**src/rtl/axi_mst_rd_arb_if.sv**
```systemverilog
// Request/result port between the read arbiter and the AXI master read controller.
// Bus widths come from the AXI_* width macros; the fallbacks below apply when none are supplied.
`ifndef AXI_ADDR_WIDTH
`define AXI_ADDR_WIDTH 32
`endif
`ifndef AXI_DATA_WIDTH
`define AXI_DATA_WIDTH 32
`endif
`ifndef AXI_LEN_WIDTH
`define AXI_LEN_WIDTH 8
`endif
`ifndef AXI_ID_WIDTH
`define AXI_ID_WIDTH 4
`endif
`ifndef AXI_SIZE_WIDTH
`define AXI_SIZE_WIDTH 3
`endif
`ifndef AXI_BURST_WIDTH
`define AXI_BURST_WIDTH 2
`endif
`ifndef AXI_LOCK_WIDTH
`define AXI_LOCK_WIDTH 1
`endif
`ifndef AXI_CACHE_WIDTH
`define AXI_CACHE_WIDTH 4
`endif
`ifndef AXI_PROT_WIDTH
`define AXI_PROT_WIDTH 3
`endif
`ifndef AXI_QOS_WIDTH
`define AXI_QOS_WIDTH 4
`endif
`ifndef AXI_REGION_WIDTH
`define AXI_REGION_WIDTH 4
`endif

interface axi_mst_rd_arb_if;
  logic                          rd_req_en;
  logic [`AXI_ID_WIDTH-1:0]      rd_id;
  logic [`AXI_ADDR_WIDTH-1:0]    rd_base_addr;
  logic [`AXI_LEN_WIDTH-1:0]     rd_len;
  logic [`AXI_SIZE_WIDTH-1:0]    rd_size;
  logic [`AXI_BURST_WIDTH-1:0]   rd_burst;
  logic [`AXI_LOCK_WIDTH-1:0]    rd_lock;
  logic [`AXI_CACHE_WIDTH-1:0]   rd_cache;
  logic [`AXI_PROT_WIDTH-1:0]    rd_prot;
  logic [`AXI_QOS_WIDTH-1:0]     rd_qos;
  logic [`AXI_REGION_WIDTH-1:0]  rd_region;
  logic                          rd_result_en;
  logic [`AXI_DATA_WIDTH-1:0]    rd_result_data;

  modport master (
    output rd_req_en, rd_id, rd_base_addr, rd_len, rd_size, rd_burst,
           rd_lock, rd_cache, rd_prot, rd_qos, rd_region,
    input  rd_result_en, rd_result_data
  );

  modport slave (
    input  rd_req_en, rd_id, rd_base_addr, rd_len, rd_size, rd_burst,
           rd_lock, rd_cache, rd_prot, rd_qos, rd_region,
    output rd_result_en, rd_result_data
  );
endinterface

```
**src/rtl/axi_mst_rd_arb.sv**
```systemverilog
// Round-robin arbiter sharing one single-outstanding AXI read controller among NUM_REQ clients.
// Optional AXI_RD_ARB_HIPRI_EN: requester 0 always wins and does not advance the round-robin pointer.
`ifndef AXI_ADDR_WIDTH
`define AXI_ADDR_WIDTH 32
`endif
`ifndef AXI_DATA_WIDTH
`define AXI_DATA_WIDTH 32
`endif
`ifndef AXI_LEN_WIDTH
`define AXI_LEN_WIDTH 8
`endif
`ifndef AXI_ID_WIDTH
`define AXI_ID_WIDTH 4
`endif
`ifndef AXI_SIZE_WIDTH
`define AXI_SIZE_WIDTH 3
`endif
`ifndef AXI_BURST_WIDTH
`define AXI_BURST_WIDTH 2
`endif
`ifndef AXI_LOCK_WIDTH
`define AXI_LOCK_WIDTH 1
`endif
`ifndef AXI_CACHE_WIDTH
`define AXI_CACHE_WIDTH 4
`endif
`ifndef AXI_PROT_WIDTH
`define AXI_PROT_WIDTH 3
`endif
`ifndef AXI_QOS_WIDTH
`define AXI_QOS_WIDTH 4
`endif
`ifndef AXI_REGION_WIDTH
`define AXI_REGION_WIDTH 4
`endif

module axi_mst_rd_arb #(
  parameter int unsigned NUM_REQ = 4,
  parameter int unsigned IDX_W   = $clog2(NUM_REQ),
  parameter logic [2:0]  RD_SIZE = 3'd2
) (
  input  logic                                clk,
  input  logic                                rst_n,
  input  logic [NUM_REQ-1:0]                  req_valid,
  input  logic [NUM_REQ*`AXI_ADDR_WIDTH-1:0]  req_addr,
  input  logic [NUM_REQ*`AXI_LEN_WIDTH-1:0]   req_len,
  output logic [NUM_REQ-1:0]                  req_ready,
  output logic [NUM_REQ-1:0]                  rsp_valid,
  output logic [`AXI_DATA_WIDTH-1:0]          rsp_data,
  output logic                                busy,
  axi_mst_rd_arb_if.master                    rd
);

  localparam int unsigned AW = `AXI_ADDR_WIDTH;
  localparam int unsigned LW = `AXI_LEN_WIDTH;
  localparam int unsigned DW = `AXI_DATA_WIDTH;

  typedef enum logic [1:0] {IDLE, ISSUE, WAIT} state_t;

  state_t              state;
  logic [IDX_W-1:0]    rr_ptr;
  logic [IDX_W-1:0]    grant_q;
  logic [AW-1:0]       addr_q;
  logic [LW-1:0]       len_q;
  logic                req_en_q;

  logic [AW-1:0]       addr_a [NUM_REQ];
  logic [LW-1:0]       len_a  [NUM_REQ];
  logic                sel_found;
  logic [IDX_W-1:0]    sel_idx;
  logic [IDX_W-1:0]    cand_idx;
  int unsigned         cand;

  for (genvar g = 0; g < NUM_REQ; g++) begin : g_unpack
    assign addr_a[g] = req_addr[g*AW +: AW];
    assign len_a[g]  = req_len[g*LW +: LW];
  end

  // First valid requester at or after rr_ptr, wrapping at NUM_REQ.
  always_comb begin
    sel_found = 1'b0;
    sel_idx   = '0;
    cand      = 0;
    cand_idx  = '0;
    for (int unsigned k = 0; k < NUM_REQ; k++) begin
      cand = 32'(rr_ptr) + k;
      if (cand >= NUM_REQ) cand = cand - NUM_REQ;
      cand_idx = IDX_W'(cand);
      if (!sel_found && req_valid[cand_idx]) begin
        sel_found = 1'b1;
        sel_idx   = cand_idx;
      end
    end
`ifdef AXI_RD_ARB_HIPRI_EN
    if (req_valid[0]) begin
      sel_found = 1'b1;
      sel_idx   = '0;
    end
`endif
  end

  // Arbitration / sequencing FSM with registered outputs.
  always_ff @(posedge clk or negedge rst_n) begin
    if (!rst_n) begin
      state     <= IDLE;
      rr_ptr    <= '0;
      grant_q   <= '0;
      addr_q    <= '0;
      len_q     <= '0;
      req_en_q  <= 1'b0;
      req_ready <= '0;
      rsp_valid <= '0;
      rsp_data  <= '0;
      busy      <= 1'b0;
    end else begin
      req_en_q  <= 1'b0;
      req_ready <= '0;
      rsp_valid <= '0;
      case (state)
        IDLE: begin
          if (sel_found) begin
            grant_q   <= sel_idx;
            addr_q    <= addr_a[sel_idx];
            len_q     <= len_a[sel_idx];
            req_en_q  <= 1'b1;
            req_ready <= NUM_REQ'(1) << sel_idx;
            busy      <= 1'b1;
            state     <= ISSUE;
          end
        end
        ISSUE: begin
`ifdef AXI_RD_ARB_HIPRI_EN
          if (grant_q != '0)
`endif
            rr_ptr <= (grant_q == IDX_W'(NUM_REQ - 1)) ? '0 : grant_q + IDX_W'(1);
          state <= WAIT;
        end
        WAIT: begin
          if (rd.rd_result_en) begin
            rsp_data  <= rd.rd_result_data;
            rsp_valid <= NUM_REQ'(1) << grant_q;
            busy      <= 1'b0;
            state     <= IDLE;
          end
        end
        default: state <= IDLE;
      endcase
    end
  end

  assign rd.rd_req_en    = req_en_q;
  assign rd.rd_id        = `AXI_ID_WIDTH'(grant_q);
  assign rd.rd_base_addr = addr_q;
  assign rd.rd_len       = len_q;
  assign rd.rd_size      = `AXI_SIZE_WIDTH'(RD_SIZE);
  assign rd.rd_burst     = `AXI_BURST_WIDTH'(2'b01);
  assign rd.rd_lock      = '0;
  assign rd.rd_cache     = '0;
  assign rd.rd_prot      = '0;
  assign rd.rd_qos       = '0;
  assign rd.rd_region    = '0;

  logic unused_ok;
  assign unused_ok = ^DW;

endmodule

```
**src/flat_wrapper.sv**
```systemverilog
// flat-port wrapper written by rule: the top's interface ports become plain ports
module axi_mst_rd_arb_flat 
#(
  parameter int unsigned NUM_REQ = 4,
  parameter int unsigned IDX_W   = $clog2(NUM_REQ),
  parameter logic [2:0]  RD_SIZE = 3'd2
)
  (clk, rst_n, req_valid, req_addr, req_len, req_ready, rsp_valid, rsp_data, busy, rd_rd_req_en, rd_rd_id, rd_rd_base_addr, rd_rd_len, rd_rd_size, rd_rd_burst, rd_rd_lock, rd_rd_cache, rd_rd_prot, rd_rd_qos, rd_rd_region, rd_rd_result_en, rd_rd_result_data);
  axi_mst_rd_arb_if rd_i ();
  input  logic clk;
  input  logic rst_n;
  input  logic [NUM_REQ-1:0] req_valid;
  input  logic [NUM_REQ*`AXI_ADDR_WIDTH-1:0] req_addr;
  input  logic [NUM_REQ*`AXI_LEN_WIDTH-1:0] req_len;
  output logic [NUM_REQ-1:0] req_ready;
  output logic [NUM_REQ-1:0] rsp_valid;
  output logic [`AXI_DATA_WIDTH-1:0] rsp_data;
  output logic busy;
  output wire logic [$bits(rd_i.rd_req_en)-1:0] rd_rd_req_en;
  output wire logic [$bits(rd_i.rd_id)-1:0] rd_rd_id;
  output wire logic [$bits(rd_i.rd_base_addr)-1:0] rd_rd_base_addr;
  output wire logic [$bits(rd_i.rd_len)-1:0] rd_rd_len;
  output wire logic [$bits(rd_i.rd_size)-1:0] rd_rd_size;
  output wire logic [$bits(rd_i.rd_burst)-1:0] rd_rd_burst;
  output wire logic [$bits(rd_i.rd_lock)-1:0] rd_rd_lock;
  output wire logic [$bits(rd_i.rd_cache)-1:0] rd_rd_cache;
  output wire logic [$bits(rd_i.rd_prot)-1:0] rd_rd_prot;
  output wire logic [$bits(rd_i.rd_qos)-1:0] rd_rd_qos;
  output wire logic [$bits(rd_i.rd_region)-1:0] rd_rd_region;
  input wire logic [$bits(rd_i.rd_result_en)-1:0] rd_rd_result_en;
  input wire logic [$bits(rd_i.rd_result_data)-1:0] rd_rd_result_data;
  assign rd_rd_req_en = rd_i.rd_req_en;
  assign rd_rd_id = rd_i.rd_id;
  assign rd_rd_base_addr = rd_i.rd_base_addr;
  assign rd_rd_len = rd_i.rd_len;
  assign rd_rd_size = rd_i.rd_size;
  assign rd_rd_burst = rd_i.rd_burst;
  assign rd_rd_lock = rd_i.rd_lock;
  assign rd_rd_cache = rd_i.rd_cache;
  assign rd_rd_prot = rd_i.rd_prot;
  assign rd_rd_qos = rd_i.rd_qos;
  assign rd_rd_region = rd_i.rd_region;
  assign rd_i.rd_result_en = rd_rd_result_en;
  assign rd_i.rd_result_data = rd_rd_result_data;
  axi_mst_rd_arb #(.NUM_REQ(NUM_REQ), .IDX_W(IDX_W), .RD_SIZE(RD_SIZE)) u_core (.clk(clk), .rst_n(rst_n), .req_valid(req_valid), .req_addr(req_addr), .req_len(req_len), .req_ready(req_ready), .rsp_valid(rsp_valid), .rsp_data(rsp_data), .busy(busy), .rd(rd_i));
endmodule
```
**config.mk**
```make
export PLATFORM = sky130hd
export DESIGN_NAME = axi_mst_rd_arb_flat
export DESIGN_NICKNAME = d
export VERILOG_FILES = /design/src/rtl/axi_mst_rd_arb_if.sv /design/src/rtl/axi_mst_rd_arb.sv /design/src/flat_wrapper.sv
export SDC_FILE = /design/constraint.sdc
export NUM_CORES = 1
export LEC_CHECK = 0
export BUFFER_PORTS_ARGS = -buffer_cell sky130_fd_sc_hd__buf_2
export CAP_MARGIN = 10
export CORE_MARGIN = 5
export CORE_UTILIZATION = 25
export CTS_BUF_LIST = sky130_fd_sc_hd__clkbuf_2 sky130_fd_sc_hd__clkbuf_4 sky130_fd_sc_hd__clkbuf_8
export DETAILED_ROUTE_END_ITERATION = 6
export PLACE_DENSITY_LB_ADDON = 0.1
export RECOVER_POWER = 50
export SLEW_MARGIN = 20
export SYNTH_ARGS = -nofsm -noshare
export SYNTH_HDL_FRONTEND = slang
export SYNTH_SLANG_ARGS = --single-unit
export TNS_END_PERCENT = 20
```
**constraint.sdc**
```tcl
create_clock -name clk -period 2.3 [get_ports clk]
set_input_delay 0.46 -clock clk [delete_from_list [all_inputs] [get_ports clk]]
set_output_delay 0.46 -clock clk [all_outputs]
set_load 0.02 [all_outputs]
```
; Yosys cells after proc, flatten, opt, wreduce, memory -nomap -nowiden
; Index checks and enable logic that the tools add are counted.
; Widths: inputs -> output; s select.
[word_totals]
regBits = 88
input_bits = 199
output_inout_bits = 107
[op_classes]
n_addsub = 8
magnitude_cmp = 9
n_eq_ne = 5
shifts = 2
n_mux = 39
bitwise = 1
reduce_logical = 12
[op_table]
columns = cell, count
row1 = $bmux 32 s2, 1
row2 = $mux 32, 2
row3 = $mux 2, 11
row4 = $bmux 8 s2, 1
row5 = $mux 4, 4
row6 = $mux 8, 2
row7 = $ge 3x3->1 const B, 4
row8 = $lt 2x3->1 const B, 4
row9 = $mux 1, 12
row10 = $bmux 1 s2, 4
row11 = $shl 1x2->4 const A, 2
row12 = $sub 2x1->2 const B, 4
row13 = $add 2x2->3 const B, 2
row14 = $pmux 2 s3, 1
row15 = $reduce_and 2->1, 3
row16 = $eq 2x2->1 const B, 2
row17 = $add 2x1->3 const B, 1
row18 = $ge 2x3->1 const B, 1
row19 = $logic_and 1x1->1, 3
row20 = $logic_not 1->1, 3
row21 = $not 2->3, 1
row22 = $reduce_and 3->1, 1
row23 = $add 2x1->2 const B, 1
row24 = $eq 2x1->1 const B, 1
row25 = 5 further kinds, 5

; Longest topological paths before layout
; Gate-level depths: netlist (run 1).
[logic_depth]
ltp_word = 18
ltp_mapped = 7
depth_no_buf = 5

; Worst setup path before layout (run 1)
; No wires, ideal clock.
[synth_timing]
path_type = input-to-reg
startpoint = input port req_valid[1]
endpoint = register u_core.addr_q[29], in the netlist u_core.rd.rd_base_addr[29]
setup_time_ps = 142
arrival_time_ps = 1556
required_time_ps = 2158
slack_ps = 602
path_stages = 6
path_cell_list = mux2_4 -> o221ai_4 -> buf_12 -> buf_12 -> mux2i_1 -> o221ai_1
[synth_between]
elab_chain_len = 16
[synth_rtl]
columns = element, line
row1 = from (decl), flat_wrapper.sv:12  ; input logic [NUM_REQ-1:0] req_valid;
row2 = $bmux 1 s2, axi_mst_rd_arb.sv:89  ; if (!sel_found && req_valid[cand_idx]) begin
row3 = $mux 1 (implied by the code), axi_mst_rd_arb.sv:89
row4 = $mux 1, axi_mst_rd_arb.sv:89
row5 = $logic_not 1->1, axi_mst_rd_arb.sv:89
row6 = $logic_and 1x1->1, axi_mst_rd_arb.sv:89
row7 = $mux 1, axi_mst_rd_arb.sv:89
row8 = $logic_not 1->1, axi_mst_rd_arb.sv:89
row9 = $logic_and 1x1->1, axi_mst_rd_arb.sv:89
row10 = $mux 1, axi_mst_rd_arb.sv:89
row11 = $logic_not 1->1, axi_mst_rd_arb.sv:89
row12 = $logic_and 1x1->1, axi_mst_rd_arb.sv:89
row13 = $mux 2, axi_mst_rd_arb.sv:89
row14 = $not 2->3 (implied by the code), axi_mst_rd_arb.sv:123  ; addr_q <= addr_a[sel_idx];
row15 = $bmux 32 s2, axi_mst_rd_arb.sv:123
row16 = $mux 32 (implied by the code) (2 in series), axi_mst_rd_arb.sv:123
row17 = to (signal assigned), axi_mst_rd_arb.sv:123
row18 = to (decl), axi_mst_rd_arb.sv:63  ; logic [AW-1:0] addr_q;
; Parallel ways exist; a longest one is shown, timed or not. The select of a mux whose other input is x is not followed.
; A chain may end at the register's enable or synchronous reset.

; Worst setup path in the final report (run 1)
[layout_timing]
startpoint = register u_core.rr_ptr[1]
endpoint = register u_core.addr_q[18], in the netlist u_core.rd.rd_base_addr[18]
[layout_between]
elab_chain_len = 18
[layout_rtl]
columns = element, line
row1 = from (decl), axi_mst_rd_arb.sv:61  ; logic [IDX_W-1:0] rr_ptr;
row2 = from (signal assigned), axi_mst_rd_arb.sv:135  ; rr_ptr <= (grant_q == IDX_W'(NUM_REQ - 1)) ? '0 : grant_q + IDX_W'(1);
row3 = branches (longest 18 deep; another with $add 2x1->3), n/a
; Several ways; the timed one is not identified. The select of a mux whose other input is x is not followed.

==> summary by stage, run 1 <==
STA
The actual transition at the worst max-transition pin is 0.988 ns. Of the available clock period, the critical path in the final layout requires 89.2%. Setup violations remaining at the end of the flow were counted as 0.

The maximum clock frequency is 0.488 GHz. Setup repair after global routing left no endpoint under its margin. The worst slew margin relative to its limit is 34.2%. The sum of negative setup slack is 0 ns. The count of final hold-check violations came to 0.

The clock arrives with approximately 0.012 ns of skew. In the post-route analysis, the smallest setup slack over all paths is 0.249 ns. The number of pins with negative max-slew slack in the final report came to 0.

The time the final worst path needs with I/O delays and setup is roughly 2 ns.

Critical path
In this run the critical register-to-register path is captured at u_core.rd.rd_base_addr[18]. On the critical path, the stage with the largest delay is an instance of dfrtp_1. The cell class contributing the biggest share of worst-path delay is multiplexers. For the worst flop-to-flop path, the logic depth is 5. In this design, the stage delay of the slowest critical-path cell is 0.46 ns. At the worst endpoint, the required time is about 2.5 ns. The number of buffers and inverters on the critical path is 1. Of all nets on the critical path, the largest fanout is 54. Setup slack on the worst reg-to-reg path comes out at approximately 0.25 ns. The critical path goes through mux2_4 -> o221ai_4 -> buf_12 -> mux2i_1 -> o221ai_1.

STA classifies the critical path startpoint as a flip-flop. The data arrival time of the critical path is 2.27 ns. STA classifies the critical path endpoint as a flip-flop. The critical path is of the reg -> reg type. The reg-to-reg startpoint is u_core.rr_ptr[1].

Place
The count of buffers added on input and output ports is approximately 280. The HPWL after detailed placement is around 12000 um. The setup slack at placement is 0.0246 ns.

Including well taps, the total number of placed cells is a little under 900. The final estimated routing congestion in global placement is between 0.7 and 0.8.

Power and ir drop
The areal power density over the cells is ~1300 nW/um2. The worst-case vdd ir drop is 0.516 mV. The analysis attributes to cell leakage a power of approximately 3.3 nW.

Worst hold path
The path category of the worst min-delay check is in -> async.

Floorplanning
The total I/O pin count is 306. The full die area is approximately 21000 um2. In this run the vertical extent of the chip is ~150 um.

Once the floorplan was initialized, standard cells occupied about a quarter of the core. In this run the standard cell core region covers about 18000 um2. The horizontal extent of the die is 145 um.

The count of standard-cell rows is just under 50.

GRT
The residual overflow from global routing is 0. The number of antenna violations at the first check in global routing is 0. The total routing usage reported by global routing is a little over an eighth. The via count of the first global-routing pass was 4356. Entering global routing, the biggest net connects 55 pins. The first global-routing pass estimated 23300 um of wire.

Synth
Counting flops and latches in the post-synthesis netlist gives 88. The number of instances in the synthesized netlist is 378. The number of synthesis warnings is 0. The most used flip-flop cell after synthesis is dfrtp_1. In this run the mean area of a mapped cell was 12.1 um2. The synthesized netlist contains 31 unique library cells.

Of all flip-flops after synthesis, the portion carrying an async set or reset was 100%. Sequential elements use between 40% and 50% of the synthesized area. The mapped netlist covers 4580 um2. The number of synthesized flops with an enable pin is 0.

Drt
In the final routed layout, each cell accounts on average for ~16 um. Wires add up to roughly 15000 um. The final routed DRC violation total is 0.

The number of nets with antenna violations after detailed routing is 0. Dividing the detail-routed via count by the number of cells gives 4.39. The first-pass iteration count of the detailed router is 4. The final route contains 3884 vias. The number of violations reported at the end of detailed-routing iteration 0 is 143.

Cells and area
The multi-input combinational cells in the finished layout cover a total of 2030 um2. In the layout the commonest cells are 249 x buf_2, 88 x dfrtp_1, 80 x mux2i_1. Leaving out fill and tap cells, the most frequent cell in the layout is buf_2. Summing all flip-flop and latch instances after layout gives around 2200 um2. The final core utilization is 34.4%. Once layout is complete, the cells apart from fillers number 885. After the last flow step, the layout net total stands at approximately 860.

The final-layout fill cell count is 1871. The post-route netlist has 47.7% of its cells at a drive strength greater than 1. The number of antenna repair diodes is 0. Relative to the synthesized area, the layout overhead comes to 35.0%.

CTS
The number of buffers created by CTS is 9. The H-tree was split into 3 levels. The clock transition time at the flip-flop clock pins of the worst setup and hold paths is 0.10 ns.

The hold-fix buffer count after cts is 0. Post-CTS timing repair inserted 0 buffers for setup. The clock reaches the later pin of the worst-skew pair after 0.37 ns.

TritonCTS built the clock tree. The number of gates given a new drive strength after cts is 0. The count of clock tree sinks is 88. In this run the clock root is driven by a clkbuf_8. No sink is reached through more buffers than the 2 on the longest clock path.

Job
The number of violations of the max-capacitance limit is 0.

Status
The flow ran to the end, and the final reports show no timing, DRC or antenna violations.
[registers in the layout, summed over array words and instances, names as in the netlist, 2 cells and up]
signal                  count
u_core.rd.rd_base_addr     32
u_core.rsp_data            32
u_core.rd.rd_len            8
u_core.req_ready            4
u_core.rsp_valid            4
u_core.grant_q              2
u_core.rr_ptr               2
u_core.state                2
[cell families after synthesis]
| group | share of synthesized area, % |
|---|---|
| other cells | 0.164 |
| compound gates | 9.52 |
| mux | 26.0 |
| flops | 48.1 |
| fa+ha+maj | 1.09 |
| buf+inv | 9.30 |
| simple gates | 5.85 |
[synthesized netlist by cell type (all sizes together) (2+ instances only)]
master | n | area share (%)
o21ai | 3 | 0.33
buf | 38 | 7.4
nor2 | 6 | 0.49
nor2b | 4 | 0.55
nand2 | 45 | 3.7
o221ai | 41 | 8.2
clkbuf | 11 | 1.1
mux2 | 34 | 8.4
ha | 4 | 1.1
inv | 9 | 0.74
dfrtp | 88 | 48
mux2i | 80 | 18
nand2b | 2 | 0.27
conb | 2 | 0.16
[layout make-up]
class | count | area share [%]
clock inverter | 6 | 0.709
clock buffer | 9 | 2.01
sequential | 88 | 35.6
timing repair buffer | 291 | 23.5
multi-input combinational | 252 | 32.9
tap | 229 | 4.64
inverter | 10 | 0.628
[where the power goes]
part           total (mW)  internal, mW  switching (mW)
logic                4.25          1.65            2.61
clock network       0.984         0.393           0.591
registers            2.68          2.29           0.387
[stage by stage]
stage	hold slack [ns]	cell area, um2	power, mW
after floorplan	0.164	4650	5.74
after global placement	0.456	6080	7.04
after detailed placement	0.465	6080	7.13
after CTS	0.0384	6240	8.16
after global routing	0.283	6180	8.53
final	0.233	6180	7.91
[worst register-to-register path, delay by kind of cell (launching register included)]
kind                   cells  cell delay, ns
DFF                        1            0.46
muxes                      2            0.69
AOI/OAI and AO/OA          2            0.41
buffers and inverters      1            0.35
[routing by layer]
layer / GRT usage (%) / wire length (um) / vias to the layer above
met5: 0 / 0 / -
met3: 5.33 / 1420 / 14
met4: 4.48 / 215 / 0
met1: 15.1 / 5600 / 1828
met2: 23.8 / 7330 / 182
li1: - / - / 1860
[worst max path at each step]
| stage | startpoint | endpoint | depth (start not counted) |
|---|---|---|---|
| finish | u_core.rr_ptr[1] | u_core.rd.rd_base_addr[18] | 5 |
| global route | rst_n | u_core.rsp_data[17] | 2 |
| CTS | u_core.rr_ptr[1] | u_core.rd.rd_len[7] | 5 |
| detailed placement | req_valid[3] | u_core.rd.rd_base_addr[13] | 5 |
| global placement | req_valid[1] | u_core.rd.rd_len[7] | 6 |
| floorplan | req_valid[1] | u_core.rd.rd_base_addr[29] | 6 |
Note: power is estimated with default switching activity, not from simulation.
==> run 2, diff against run 1 <==
Clock period 2.3 ns to 2.1 ns, I/O delays scaled along.
==> run 2 against run 1 <==
Sequential power increased by 8.6%. Total power increased by 19%. Hold slack got worse by 0.027 ns. Highest routed layer unchanged.
==> summary by stage, run 2 (synthesis gave the netlist of run 1 again) <==
Status
Status: complete, no violations (unchanged).

Floorplanning
The core area was 18000 um2 (unchanged). The full die area is 21100 um2 (unchanged). The total I/O pin count came to 306 (unchanged).

The count of standard-cell rows is 49 (unchanged). The floorplan die height is 145 um (unchanged). The starting utilization of the core area is 25.5% (unchanged).

The horizontal extent of the die came to 145 um (unchanged).

CTS
The clock latency at the later pin of the worst-skew pair came to 0.36 ns (was 0.37 ns). The clock tree root buffer cell was clkbuf_8 (unchanged). The clock transition time at the flip-flop clock pins of the worst setup and hold paths is 0.10 ns (about the same).

The number of gates given a new drive strength after cts is 0 (unchanged). The count of clock tree sinks was 88 (unchanged). The number of setup buffers added after CTS was 0 (unchanged). The CTS tree was yes (unchanged). The number of buffers created by CTS is 9 (unchanged). The maximum buffer depth of the clock tree is 2 (unchanged). The hold-fix buffer count after cts is 0 (unchanged). The depth of the CTS H-tree is 3 (unchanged).

GRT
The number of antenna violations at the first check in global routing came to 0 (unchanged). The residual overflow from global routing is 0 (unchanged). The global-route track usage on met2 is 25.2% (was 23.8%). The global routing usage on met1 is 14.6% (was 15.1%). The first-pass GRT wire length is 23600 um (was 23300 um). The total routing usage reported by global routing came to 13.7% (was 13.6%). The pin count of the biggest net entering global routing came to 44 (was 55).

The global-route met3 utilization is 5.92% (was 5.33%). The global routing's busiest layer is met2 (unchanged). The via count of the first global-routing pass is 4451 (was 4356).

Power and ir drop
The worst-case vdd ir drop came to 0.593 mV (was 0.516 mV). The leakage power is 3.50 nW (was 3.29 nW). The total design power is 9.43 mW (was 7.91 mW). The areal power density over the cells came to 1470 nW/um2 (was 1280 nW/um2).

Cells and area
The number of nets at the end of the flow is 863 (was 855). The number of antenna repair diodes is 0 (unchanged). The most common cell after layout, fill and taps aside is buf_2 (unchanged).

Highest-count cells in the layout ignoring fill and taps: 279 x buf_2, 88 x dfrtp_1, 80 x mux2i_1 (was 249 x buf_2, 88 x dfrtp_1, 80 x mux2i_1). The growth of design area from synthesis to finish was 40.6% (was 35.0%). The share of post-route cells with drive strength above 1 is 52.9% (was 47.7%). The area of all placed cells without fillers is 6430 um2 (was 6180 um2).

Critical path
The startpoint class of the critical path was a flip-flop (unchanged). The endpoint type of the worst setup path is a flip-flop (unchanged). The maximum fanout encountered on the critical timing path was 19 (was 54). The data arrival time of the critical path is 2.11 ns (was 2.27 ns). The classification of the worst setup path was reg -> reg (unchanged). The data required time at the worst endpoint came to 2.33 ns (was 2.51 ns).

Place
The number of buffers added on ports is 282 (unchanged). The final estimated routing congestion in global placement is 0.796 (was 0.758). The HPWL after detailed placement was 11600 um (about the same). The total cell area at the placement stage came to 6200 um2 (was 6080 um2).

STA
The count of final hold-check violations came to 0 (unchanged). The number of setup violations in the final report is 0 (unchanged). The worst slew margin relative to its limit came to 31.9% (was 34.2%).

The actual transition at the worst max-transition pin is 1.02 ns (was 0.988 ns). The time the final worst path needs with I/O delays and setup is 1.88 ns (was 2.05 ns). The maximum clock frequency is 0.531 GHz (was 0.488 GHz). RSZ-0062 raised after global routing: false (unchanged). The sum of negative setup slack is 0 ns (unchanged). The post-route fraction of the period consumed by the critical path is 89.7% (was 89.2%). The final clock skew is 0.00703 ns (was 0.0115 ns). The number of pins with negative max-slew slack in the final report is 0 (unchanged).

Drt
The via-per-instance ratio was 4.43 (was 4.39). The number of nets with antenna violations after detailed routing is 0 (unchanged). The total via count after detailed routing was 3959 (was 3884). The final routed DRC violation total is 0 (unchanged).

The number of violations reported at the end of detailed-routing iteration 0 is 105 (was 143). The aggregate routed wire length is 14800 um (was 14600 um). The first-pass iteration count of the detailed router came to 4 (unchanged). The final routed wire length divided by cell count is 16.6 um (was 16.5 um).

Job
The number of violations of the max-capacitance limit is 0 (unchanged).

Worst hold path
The path category of the worst min-delay check is in -> async (unchanged).
-- run 2: final cells by class --
type                       count  area (um2)
fill                        1841       11500
sequential                    88        2200
multi-input combinational    252        2030
timing repair buffer         299        1610
tap                          229         287
clock inverter                 7         149
clock buffer                   9         124
inverter                      10        38.8
-- run 2: critical path, cell delays in order (launching register included) --
cell	delay (ns)
dfrtp_1	0.45
mux2_4	0.33
o221ai_4	0.25
buf_12	0.19
buf_12	0.18
mux2i_1	0.20
o221ai_1	0.14
-- run 2: per-stage QoR --
stage               utilization (%)  hold WS (ns)  instances  setup slack (ns)
global route                   35.8         0.239        894            0.0813
CTS                            36.0        0.0198        894             0.200
finish                         35.8         0.207        894             0.215
global placement               34.5         0.445        878             0.106
floorplan                         -         0.124        399             0.412
detailed placement             34.5         0.449        878             0.133
-- run 2: worst paths after layout --
kind,start,endpoint,slack (ns),cells after the start
worst max-delay path,u_core.rr_ptr[1],u_core.rd.rd_base_addr[13],0.22,6
worst min-delay path,rst_n,u_core.rsp_data[10],0.21,1
worst max register to register,u_core.rr_ptr[1],u_core.rd.rd_base_addr[13],0.22,6
worst min register to register,u_core.busy,u_core.busy,0.49,2
max in group asynchronous,rst_n,u_core.rsp_data[29],0.65,2
min in group clk,rd_rd_result_en,u_core.state[1],0.27,2
-- run 2: where the power goes --
| part | switching (mW) | internal [mW] |
|---|---|---|
| registers | 0.404 | 2.50 |
| clock network | 0.682 | 0.928 |
| logic | 2.87 | 2.04 |
-- run 2: layer usage --
layer	share of wire, %	up-vias
met1	37	1885
met2	52	185
met4	0.73	0
li1	-	1884
met3	9.7	5
met5	0	-
==> run 3, diff against run 2 <==
Settings changed: BUFFER_PORTS_ARGS -buffer_cell sky130_fd_sc_hd__buf_2 to default, DONT_BUFFER_PORTS from default to 1.
==> run 3 against run 2 <==
The run now ends with negative hold slack left. Routed wire length down 10%. Total power down 15%. Sequential cell count is the same. Cell count down 32%. First-iteration DRC count down 7.6%. Global-route usage fell by 1.7 points. Die area stayed put. Sequential power grew 41%. Maximum frequency decreased by 4.6%. Critical path type unchanged.
==> summary by stage, run 3 (synthesis gave the netlist of run 1 again) <==
Cells and area
Highest-count cells in the layout ignoring fill and taps: 87 x dfrtp_1, 79 x mux2i_1, 45 x nand2_1 (was 279 x buf_2, 88 x dfrtp_1, 80 x mux2i_1). The number of antenna repair diodes came to 0 (unchanged). The final-layout fill cell count is 1885 (was 1841).

The area used by multi-input combinational logic is 2030 um2 (about the same). The most common cell after layout, fill and taps aside is dfrtp_1 (was buf_2). The growth of design area from synthesis to finish is 6.54% (was 40.6%).

The final core utilization is 27.1% (was 35.8%). The share of post-route cells with drive strength above 1 was 17.8% (was 52.9%). The flip-flop and latch area is 2200 um2 (about the same). The number of nets at the end of the flow is 574 (was 863).

Critical path
The endpoint type of the worst setup path is a flip-flop (unchanged). The terminus of the critical flop-to-flop path is u_core.rd.rd_base_addr[18] (was u_core.rd.rd_base_addr[13]). The slowest cell on the critical path was dfrtp_2 (was dfrtp_1). The data required time at the worst endpoint came to 2.31 ns (was 2.33 ns).

Ordered cell list for the critical path: mux2_4 -> o221ai_4 -> buf_6 -> mux2i_1 -> o221ai_1 (was mux2_4 -> o221ai_4 -> buf_12 -> buf_12 -> mux2i_1 -> o221ai_1). The worst setup slack for register-to-register paths is 0.12 ns (was 0.22 ns). The number of cells on the worst reg-to-reg path is 5 (was 6).

The reg-to-reg startpoint was u_core.rr_ptr[1] (unchanged). The data arrival time of the critical path is 2.19 ns (was 2.11 ns). The maximum fanout encountered on the critical timing path was 26 (was 19). The largest stage delay on the critical path is 0.46 ns (was 0.45 ns).

The startpoint class of the critical path is a flip-flop (unchanged). The endpoint of the most critical setup path is u_core.rd.rd_base_addr[18] (was u_core.rd.rd_base_addr[13]). The startpoint of the most critical setup path is u_core.rr_ptr[1] (unchanged). The classification of the worst setup path is reg -> reg (unchanged).

STA
The smallest hold slack was -0.280 ns (was 0.207 ns). The count of final hold-check violations came to 88 (was 0). The number of pins with negative max-slew slack in the final report is 0 (unchanged).

The sum of negative setup slack was 0 ns (unchanged). The maximum clock frequency is 0.506 GHz (was 0.531 GHz). The worst slew margin relative to its limit came to 39.8% (was 31.9%).

RSZ-0062 raised after global routing: false (unchanged). The final clock skew is 0.0154 ns (was 0.00703 ns). The actual transition at the worst max-transition pin is 0.903 ns (was 1.02 ns). The number of setup violations in the final report was 0 (unchanged). The post-route fraction of the period consumed by the critical path is 94.1% (was 89.7%). The time the final worst path needs with I/O delays and setup is 1.98 ns (was 1.88 ns).

Drt
The first-pass iteration count of the detailed router is 4 (unchanged). The final routed wire length divided by cell count came to 21.9 um (was 16.6 um). The aggregate routed wire length is 13300 um (was 14800 um). The number of violations reported at the end of detailed-routing iteration 0 is 97 (was 105).

The final routed DRC violation total is 0 (unchanged). The total via count after detailed routing is 2911 (was 3959). The via-per-instance ratio was 4.81 (was 4.43).

The number of nets with antenna violations after detailed routing is 0 (unchanged).

Power and ir drop
The internal power summed over all cells is 4.26 mW (was 5.47 mW). The leakage power came to 2.28 nW (was 3.50 nW). The areal power density over the cells is 1650 nW/um2 (was 1470 nW/um2). The clock network power share is 15.3% (was 17.1%). The switching component of the power came to 3.78 mW (was 3.96 mW). The worst-case vdd ir drop is 0.642 mV (was 0.593 mV). The fraction of power consumed by combinational cells is 33.9% (was 52.1%). The switching power share of the total is 47.0% (was 42.0%). The share of total power in sequential cells came to 50.9% (was 30.8%).

CTS
The maximum buffer depth of the clock tree came to 2 (unchanged). The number of setup buffers added after CTS is 0 (unchanged). The clock transition time at the flip-flop clock pins of the worst setup and hold paths is 0.11 ns (was 0.10 ns).

The count of clock tree sinks is 88 (unchanged). The clock tree root buffer cell was clkbuf_8 (unchanged). The clock latency at the later pin of the worst-skew pair came to 0.38 ns (was 0.36 ns). The depth of the CTS H-tree is 3 (unchanged). The CTS tree is yes (unchanged).

The number of buffers created by CTS is 9 (unchanged).

Floorplanning
The full die area was 21100 um2 (unchanged). The starting utilization of the core area is 25.5% (unchanged). The count of standard-cell rows is 49 (unchanged). The core area was 18000 um2 (unchanged). The floorplan die height is 145 um (unchanged). The total I/O pin count is 306 (unchanged).

The horizontal extent of the die is 145 um (unchanged).

GRT
The number of antenna violations at the first check in global routing is 0 (unchanged). The pin count of the biggest net entering global routing came to 89 (was 44). The via count of the first global-routing pass is 3337 (was 4451). The total routing usage reported by global routing is 12.0% (was 13.7%).

The residual overflow from global routing is 0 (unchanged). The first-pass GRT wire length is 19900 um (was 23600 um).

Place
The HPWL after detailed placement is 9810 um (was 11600 um). The number of buffers added on ports is 0 (was 282). The final estimated routing congestion in global placement is 0.727 (was 0.796).

Status
The checks that failed: negative hold slack. Status: complete, but fails checks (was complete, no violations).

Worst hold path
The path category of the worst min-delay check is in -> async (unchanged).

Job
The number of violations of the max-capacitance limit is 0 (unchanged).
run 3: power groups by stage:
stage	Sequential, mW	Combinational, mW	Clock [mW]
2_1_floorplan	3.87	2.41	0
3_3_place_gp	4.19	2.67	0
3_5_place_dp	4.16	2.76	0
4_1_cts	4.14	2.76	1.32
5_1_grt	4.20	3.03	1.37
6_report	4.09	2.72	1.23
run 3: layout make-up:
class / count / area share, %
well taps: 229 / 5.88
inverters: 10 / 0.796
clock inverters: 7 / 1.77
flip-flops and latches: 88 / 45.2
multi-input cells: 252 / 41.7
clock buffers: 9 / 2.54
repair buffers: 10 / 2.10
run 3: repair_timing:
item | CTS | global route
endpoints found under the setup margin | 0 | 5
hold endpoints to repair | 88 | 88
resized for setup | 0 | 3
run 3: worst min-delay path by stage:
stage	start	to	slack, ns	cells after the start
floorplan	rst_n	u_core.busy	0.12	0
global placement	rst_n	u_core.rsp_data[30]	0.13	0
detailed placement	rst_n	u_core.rsp_data[30]	0.13	0
CTS	rst_n	u_core.rsp_data[22]	-0.33	0
global route	rst_n	u_core.rsp_data[30]	-0.34	0
finish	rst_n	u_core.rsp_data[30]	-0.28	0
run 3: routing by layer:
metal	share of wire (%)	track usage, %	vias to the layer above
met5	0	0	-
met4	0.91	2.80	0
met3	12	6.77	7
met2	52	21.3	185
met1	35	12.2	1407
li1	-	-	1312
run 3: per-stage QoR:
step / instances / power [mW] / hold WS, ns / instance area [um2] / worst slack, ns
after floorplan: 399 / 6.28 / 0.124 / 4650 / 0.412
after CTS: 604 / 8.22 / -0.329 / 4860 / 0.0486
after global routing: 605 / 8.60 / -0.339 / 4870 / 0.0129
final: 605 / 8.05 / -0.280 / 4870 / 0.123
after global placement: 588 / 6.86 / 0.127 / 4650 / 0.0983
after detailed placement: 588 / 6.92 / 0.127 / 4650 / 0.0199
run 3: critical path, delay by kind of cell (launching register included):
family                 cells  cell delay, ns
DFF                        1            0.46
muxes                      2            0.58
buffers and inverters      1            0.35
AOI/OAI and AO/OA          2            0.41
